**src/rtl/uart_rx_frame_pkg.sv**
```systemverilog
`default_nettype none
// ============================================================================
// Module      : uart_rx_frame_pkg
// Description : Shared UART definitions: FSM encodings, frame width, baud constants.
// Revision    : 1.0 - initial release
// ============================================================================
package uart_rx_frame_pkg;

    localparam int UART_DATA_BITS = 8;

    // Baud divider constants, shared with the baud generator
    localparam int UART_CLK_HZ    = 50_000_000;
    localparam int UART_BAUD      = 9600;
    localparam int UART_BPS_DIV   = UART_CLK_HZ / UART_BAUD;
    localparam int UART_BPS_HALF  = UART_BPS_DIV / 2;

    typedef enum logic [1:0] {
        ST_IDLE  = 2'd0,
        ST_START = 2'd1,
        ST_DATA  = 2'd2,
        ST_STOP  = 2'd3
    } rx_state_t;

endpackage
`default_nettype wire

```
**src/rtl/uart_rx_frame_sync.sv**
```systemverilog
`default_nettype none
// ============================================================================
// Module      : rx_sync_edge
// Description : Serial-line synchroniser with one-cycle falling-edge detect.
// Revision    : 1.0 - initial release
// ============================================================================
module rx_sync_edge #(
    parameter int SYNC_STAGES = 2
) (
    input  logic clk,
    input  logic rst,
    input  logic rs232_rx,
    output logic rx_s,
    output logic rx_fall
);

    logic [SYNC_STAGES-1:0] r_sync;
    logic                   r_prev;

    // Preset high so reset looks like an idle line and never fakes a start edge
    always_ff @(posedge clk or posedge rst) begin
        if (rst) begin
            r_sync <= '1;
            r_prev <= 1'b1;
        end else begin
            r_sync <= {r_sync[SYNC_STAGES-2:0], rs232_rx};
            r_prev <= r_sync[SYNC_STAGES-1];
        end
    end

    assign rx_s    = r_sync[SYNC_STAGES-1];
    assign rx_fall = r_prev & ~rx_s;

endmodule
`default_nettype wire

```
**src/rtl/uart_rx_frame.sv**
```systemverilog
`default_nettype none
// ============================================================================
// Module      : uart_rx_frame
// Description : UART 8N1 receiver; requests baud timing, samples mid-bit, strobes byte.
// Revision    : 1.0 - initial release
// ============================================================================
module uart_rx_frame
    import uart_rx_frame_pkg::*;
#(
    parameter int DATA_BITS   = UART_DATA_BITS,
    parameter int SYNC_STAGES = 2
) (
    input  logic                 clk,
    input  logic                 rst,
    input  logic                 rs232_rx,
    input  logic                 clk_bps,
    output logic                 bps_start,
    output logic [DATA_BITS-1:0] rx_data,
    output logic                 rx_valid,
    output logic                 frame_err,
    output logic                 rx_busy
);

    localparam int CNT_W = $clog2(DATA_BITS);

    rx_state_t            r_state, w_state_nxt;
    logic [DATA_BITS-1:0] r_shift, w_shift_nxt;
    logic [CNT_W-1:0]     r_bit_cnt, w_bit_cnt_nxt;
    logic                 w_bps_start_nxt;
    logic                 w_valid_nxt;
    logic                 w_err_nxt;
    logic                 w_load_data;
    logic                 w_rx_s;
    logic                 w_rx_fall;

    rx_sync_edge #(
        .SYNC_STAGES (SYNC_STAGES)
    ) u_sync (
        .clk      (clk),
        .rst      (rst),
        .rs232_rx (rs232_rx),
        .rx_s     (w_rx_s),
        .rx_fall  (w_rx_fall)
    );

    always_ff @(posedge clk or posedge rst) begin
        if (rst) begin
            r_state   <= ST_IDLE;
            r_shift   <= '0;
            r_bit_cnt <= '0;
            bps_start <= 1'b0;
            rx_data   <= '0;
            rx_valid  <= 1'b0;
            frame_err <= 1'b0;
            rx_busy   <= 1'b0;
        end else begin
            r_state   <= w_state_nxt;
            r_shift   <= w_shift_nxt;
            r_bit_cnt <= w_bit_cnt_nxt;
            bps_start <= w_bps_start_nxt;
            rx_valid  <= w_valid_nxt;
            frame_err <= w_err_nxt;
            rx_busy   <= (w_state_nxt != ST_IDLE);
            if (w_load_data) begin
                rx_data <= r_shift;
            end
        end
    end

    // bps_start is already low on arrival in IDLE, giving the baud counter a clear cycle
    always_comb begin
        w_state_nxt     = r_state;
        w_shift_nxt     = r_shift;
        w_bit_cnt_nxt   = r_bit_cnt;
        w_bps_start_nxt = bps_start;
        w_valid_nxt     = 1'b0;
        w_err_nxt       = 1'b0;
        w_load_data     = 1'b0;
        case (r_state)
            ST_IDLE: begin
                w_bps_start_nxt = 1'b0;
                if (w_rx_fall) begin
                    w_state_nxt     = ST_START;
                    w_bps_start_nxt = 1'b1;
                end
            end
            ST_START: begin
                if (clk_bps) begin
                    if (!w_rx_s) begin
                        w_state_nxt   = ST_DATA;
                        w_bit_cnt_nxt = '0;
                    end else begin
                        w_state_nxt     = ST_IDLE;
                        w_bps_start_nxt = 1'b0;
                    end
                end
            end
            ST_DATA: begin
                if (clk_bps) begin
                    w_shift_nxt = {w_rx_s, r_shift[DATA_BITS-1:1]};
                    if (r_bit_cnt == CNT_W'(DATA_BITS - 1)) begin
                        w_state_nxt = ST_STOP;
                    end else begin
                        w_bit_cnt_nxt = r_bit_cnt + 1'b1;
                    end
                end
            end
            ST_STOP: begin
                if (clk_bps) begin
                    w_state_nxt     = ST_IDLE;
                    w_bps_start_nxt = 1'b0;
                    if (w_rx_s) begin
                        w_valid_nxt = 1'b1;
                        w_load_data = 1'b1;
                    end else begin
                        w_err_nxt = 1'b1;
                    end
                end
            end
            default: begin
                w_state_nxt     = ST_IDLE;
                w_bps_start_nxt = 1'b0;
            end
        endcase
    end

endmodule
`default_nettype wire

```
**config.mk**
```make
export PLATFORM = sky130hd
export DESIGN_NAME = uart_rx_frame
export DESIGN_NICKNAME = d
export VERILOG_FILES = /design/src/rtl/uart_rx_frame_pkg.sv /design/src/rtl/uart_rx_frame_sync.sv /design/src/rtl/uart_rx_frame.sv
export SDC_FILE = /design/constraint.sdc
export NUM_CORES = 1
export LEC_CHECK = 0
export CORE_ASPECT_RATIO = 1.4
export CORE_UTILIZATION = 53
export DETAILED_ROUTE_END_ITERATION = 7
export GPL_TIMING_DRIVEN = 0
export PLACE_DENSITY = 0.78
export SLEW_MARGIN = 25
export SYNTH_ARGS = -nofsm -noshare
export SYNTH_HDL_FRONTEND = slang
export SYNTH_SLANG_ARGS = --single-unit
```
**constraint.sdc**
```tcl
create_clock -name clk -period 2.1 [get_ports clk]
set_input_delay 0.315 -clock clk [delete_from_list [all_inputs] [get_ports clk]]
set_output_delay 0.315 -clock clk [all_outputs]
set_load 0.1 [all_outputs]
```
==> results.yml <==
run_status:
  run_status: "finished clean"
detailed_routing:
  viasPerCell: 5.78
  routed_wire_length_per_instance_um: 14.6
  routed_wirelength_um: 1860
  drc_errors: 0
  post_detailed_route_count_of_antenna_violating_nets: 0
  detail_route.first_pass.iterations: 4
  route.vias.total: 734
  initialDrtViolationCount: 16
yosys:
  netlist_instances: 86
  synth.avg_cell_area_sq_um: 14.2
  post_synth_instance_area_sq_um: 1220
  synth_top_cells_by_area: "dfrtp_1 51%, mux2_2 15%, dfstp_2 6.5%, ha_1 6.1%, nor2b_1 2.0%"
  synth_edf_count: 0
  yosys_warnings: 0
  synth_top_area_share: 0.512
  synth_area_leader: "dfrtp_1"
  netlist-cell-type-count: 24
  synth-async-reset-ratio: 1.00
  synth.ff_latch_count: 28
  synth_fp_nets: 96
  synth_sequential_area_ratio: 0.577
  ys_dominant_reg_cell: "dfrtp_1"
timing:
  hold_slack_ns: 0.348
  setup_slack_ns: 0.246
  finalHoldViolCount: 0
  tightestPinTransition_ns: 0.955
  final.min_clock_period_ns: 1.85
  slew_violations: 0
  timing.fmax_ghz: 0.539
  fin_tns_setup_ns: 0
  rsz0062_at_grt: "false"
  fin_worst_skew_ns: 0.00527
  max_slew_margin: 0.366
  setup_viol: 0
  min_period_over_period: 0.883
critical_path:
  crit_chain: "dlygate4sd2_1"
  reg2reg_path_depth: 5
  critical_path.reg2reg.startpoint: "r_state[1]"
  worst_flop_to_flop_path_endpoint: "r_state[1]"
  timing.critical_path.buf_inv: 1
  critical_path.top_delay_family: "buffers and inverters"
  worst-setup-path-type: "register to output port"
  timing.critical_path.required_ns: 1.78
  r2r_setup_slk_ns: 0.36
  slowest_stage: "dlygate4sd2_1"
  worst_setup_path_start_kind: "register"
  worst_setup_path_end_kind: "output port"
  timing.critical_path.slowest_cell_delay_ns: 0.85
  critPathMaxFanout: 2
  crit_arrival_ns: 1.54
grt:
  grt_pass1_vias: 740
  overflow: 0
  grt_max_degree: 29
  number_of_antenna_violations_at_the_first_check_in_global_routing: 0
  track_usage: 0.176
  wire_length_of_the_first_global_routing_pass_um: 3270
clock_tree:
  clock_tree.root_cell: "clkbuf_4"
  clk-insertion-delay-late_ns: 0.31
  htree_num_levels: 1
  tritoncts: "built"
  cts_num_sinks: 28
  cts.reportedPaths.clkPinSlew_ns: 0.14
  maximum_root_to_sink_buffer_count: 2
  cts_inserted_buffers: 3
floorplan:
  floorplan.initialDensity: 0.561
  die_height_um: 58.8
  fp.dieArea_sq_um: 2500
  core_region_area_sq_um: 2180
  top_level_ports: 16
  core.rowCount: 20
  die_w_um: 42.6
placement:
  pre_cts_ws_ns: 0.325
  place.detailed.hpwl_um: 1340
  place.gp.congestion: 0.878
  port-buffer-count: 15
cells_and_area:
  multi_input_area_sq_um: 487
  nNetsFinal: 116
  post_route_cells_drive_above_1_share: 0.314
  fillCellCount: 161
  synthToLayoutAreaGrowth_pct: 15.5
  antenna_cells_inserted: 0
  register_area_sq_um: 704
hold_path:
  hold_class: "input port to asynchronous set/reset pin"
job:
  drv_cap: 0
through the flow:
step / util / std cells / cell area, sq um
after floorplan: - / 86 / 1220
after CTS: 0.648 / 127 / 1410
after global routing: 0.648 / 127 / 1410
after global placement: 0.643 / 123 / 1400
final: 0.648 / 127 / 1410
after detailed placement: 0.643 / 123 / 1400
layer usage:
| layer | share of wire | vias up | GRT usage |
|---|---|---|---|
| met1 | 0.44 | 375 | 0.216 |
| met4 | 0.012 | 0 | 0.0804 |
| met2 | 0.52 | 12 | 0.303 |
| met5 | 0 | - | 0 |
| met3 | 0.024 | 2 | 0.0276 |
| li1 | - | 345 | - |
flip-flops by register name, indices dropped and copies added, names as in the netlist, 2 cells and up:
signal / count
rx_data: 8
r_bit_cnt: 3
u_sync.r_sync: 2
r_shift: 8
r_state: 2
cells in the mapped netlist (2+ instances only):
cell / number
dfstp_2: 3
ha_1: 6
o31ai_1: 2
nor2b_1: 4
nand2_1: 4
dfrtp_1: 25
buf_4: 2
inv_1: 4
nor2_1: 3
a21bo_2: 2
mux2_2: 16
nand4_1: 2
a21o_1: 2
cell families (layout without fill, tap and decap cells):
family	Yosys count	after routing	share of synthesized area
mux	17	17	0.160
simple gates	16	16	0.0738
compound gates	13	13	0.103
buf+inv	6	25	0.0246
fa+ha+maj	6	6	0.0615
flops	28	28	0.577
worst max path at each step:
stage	cells after the start	start	endpoint	slack (ns)
2_1_floorplan	5	r_bit_cnt[0]	r_bit_cnt[0]	0.54
3_3_place_gp	1	rx_data[7]	rx_data[7]	0.33
3_5_place_dp	1	rx_data[4]	rx_data[4]	0.33
4_1_cts	1	rx_data[4]	rx_data[4]	0.23
5_1_grt	5	r_state[1]	rx_busy	0.17
6_report	1	rx_data[5]	rx_data[5]	0.25
cells in the final DEF (no fill, tap or decap), types with 2 or more instances in the layout:
| master | instances |
|---|---|
| dfrtp_1 | 25 |
| mux2_2 | 16 |
| dlygate4sd2_1 | 12 |
| ha_1 | 6 |
| nor2b_1 | 4 |
| nand2_1 | 4 |
| nor2_1 | 3 |
| inv_1 | 3 |
| clkbuf_4 | 3 |
| clkdlybuf4s50_1 | 3 |
| dfstp_2 | 3 |
| buf_4 | 2 |
| o31ai_1 | 2 |
| nand4_1 | 2 |
| a21bo_2 | 2 |
| a21o_1 | 2 |
timing repair:
action | in CTS | in global routing
hold buffers | 0 | 0
gates resized for setup | 12 | 0
buffers inserted | 0 | 0
endpoints found under the setup margin | 12 | 0
area by class of cell:
| cell class | instances | area share |
|---|---|---|
| Sequential cell | 28 | 0.500 |
| Multi-Input combinational cell | 52 | 0.345 |
| Timing Repair Buffer | 15 | 0.0958 |
| Tap cell | 22 | 0.0195 |
| Clock buffer | 4 | 0.0186 |
| Buffer | 2 | 0.0106 |
| Inverter | 4 | 0.0106 |
Power is left out: the tool's default activity adds up to more than one toggle a clock period on the data nets, which glitch-free logic cannot reach.
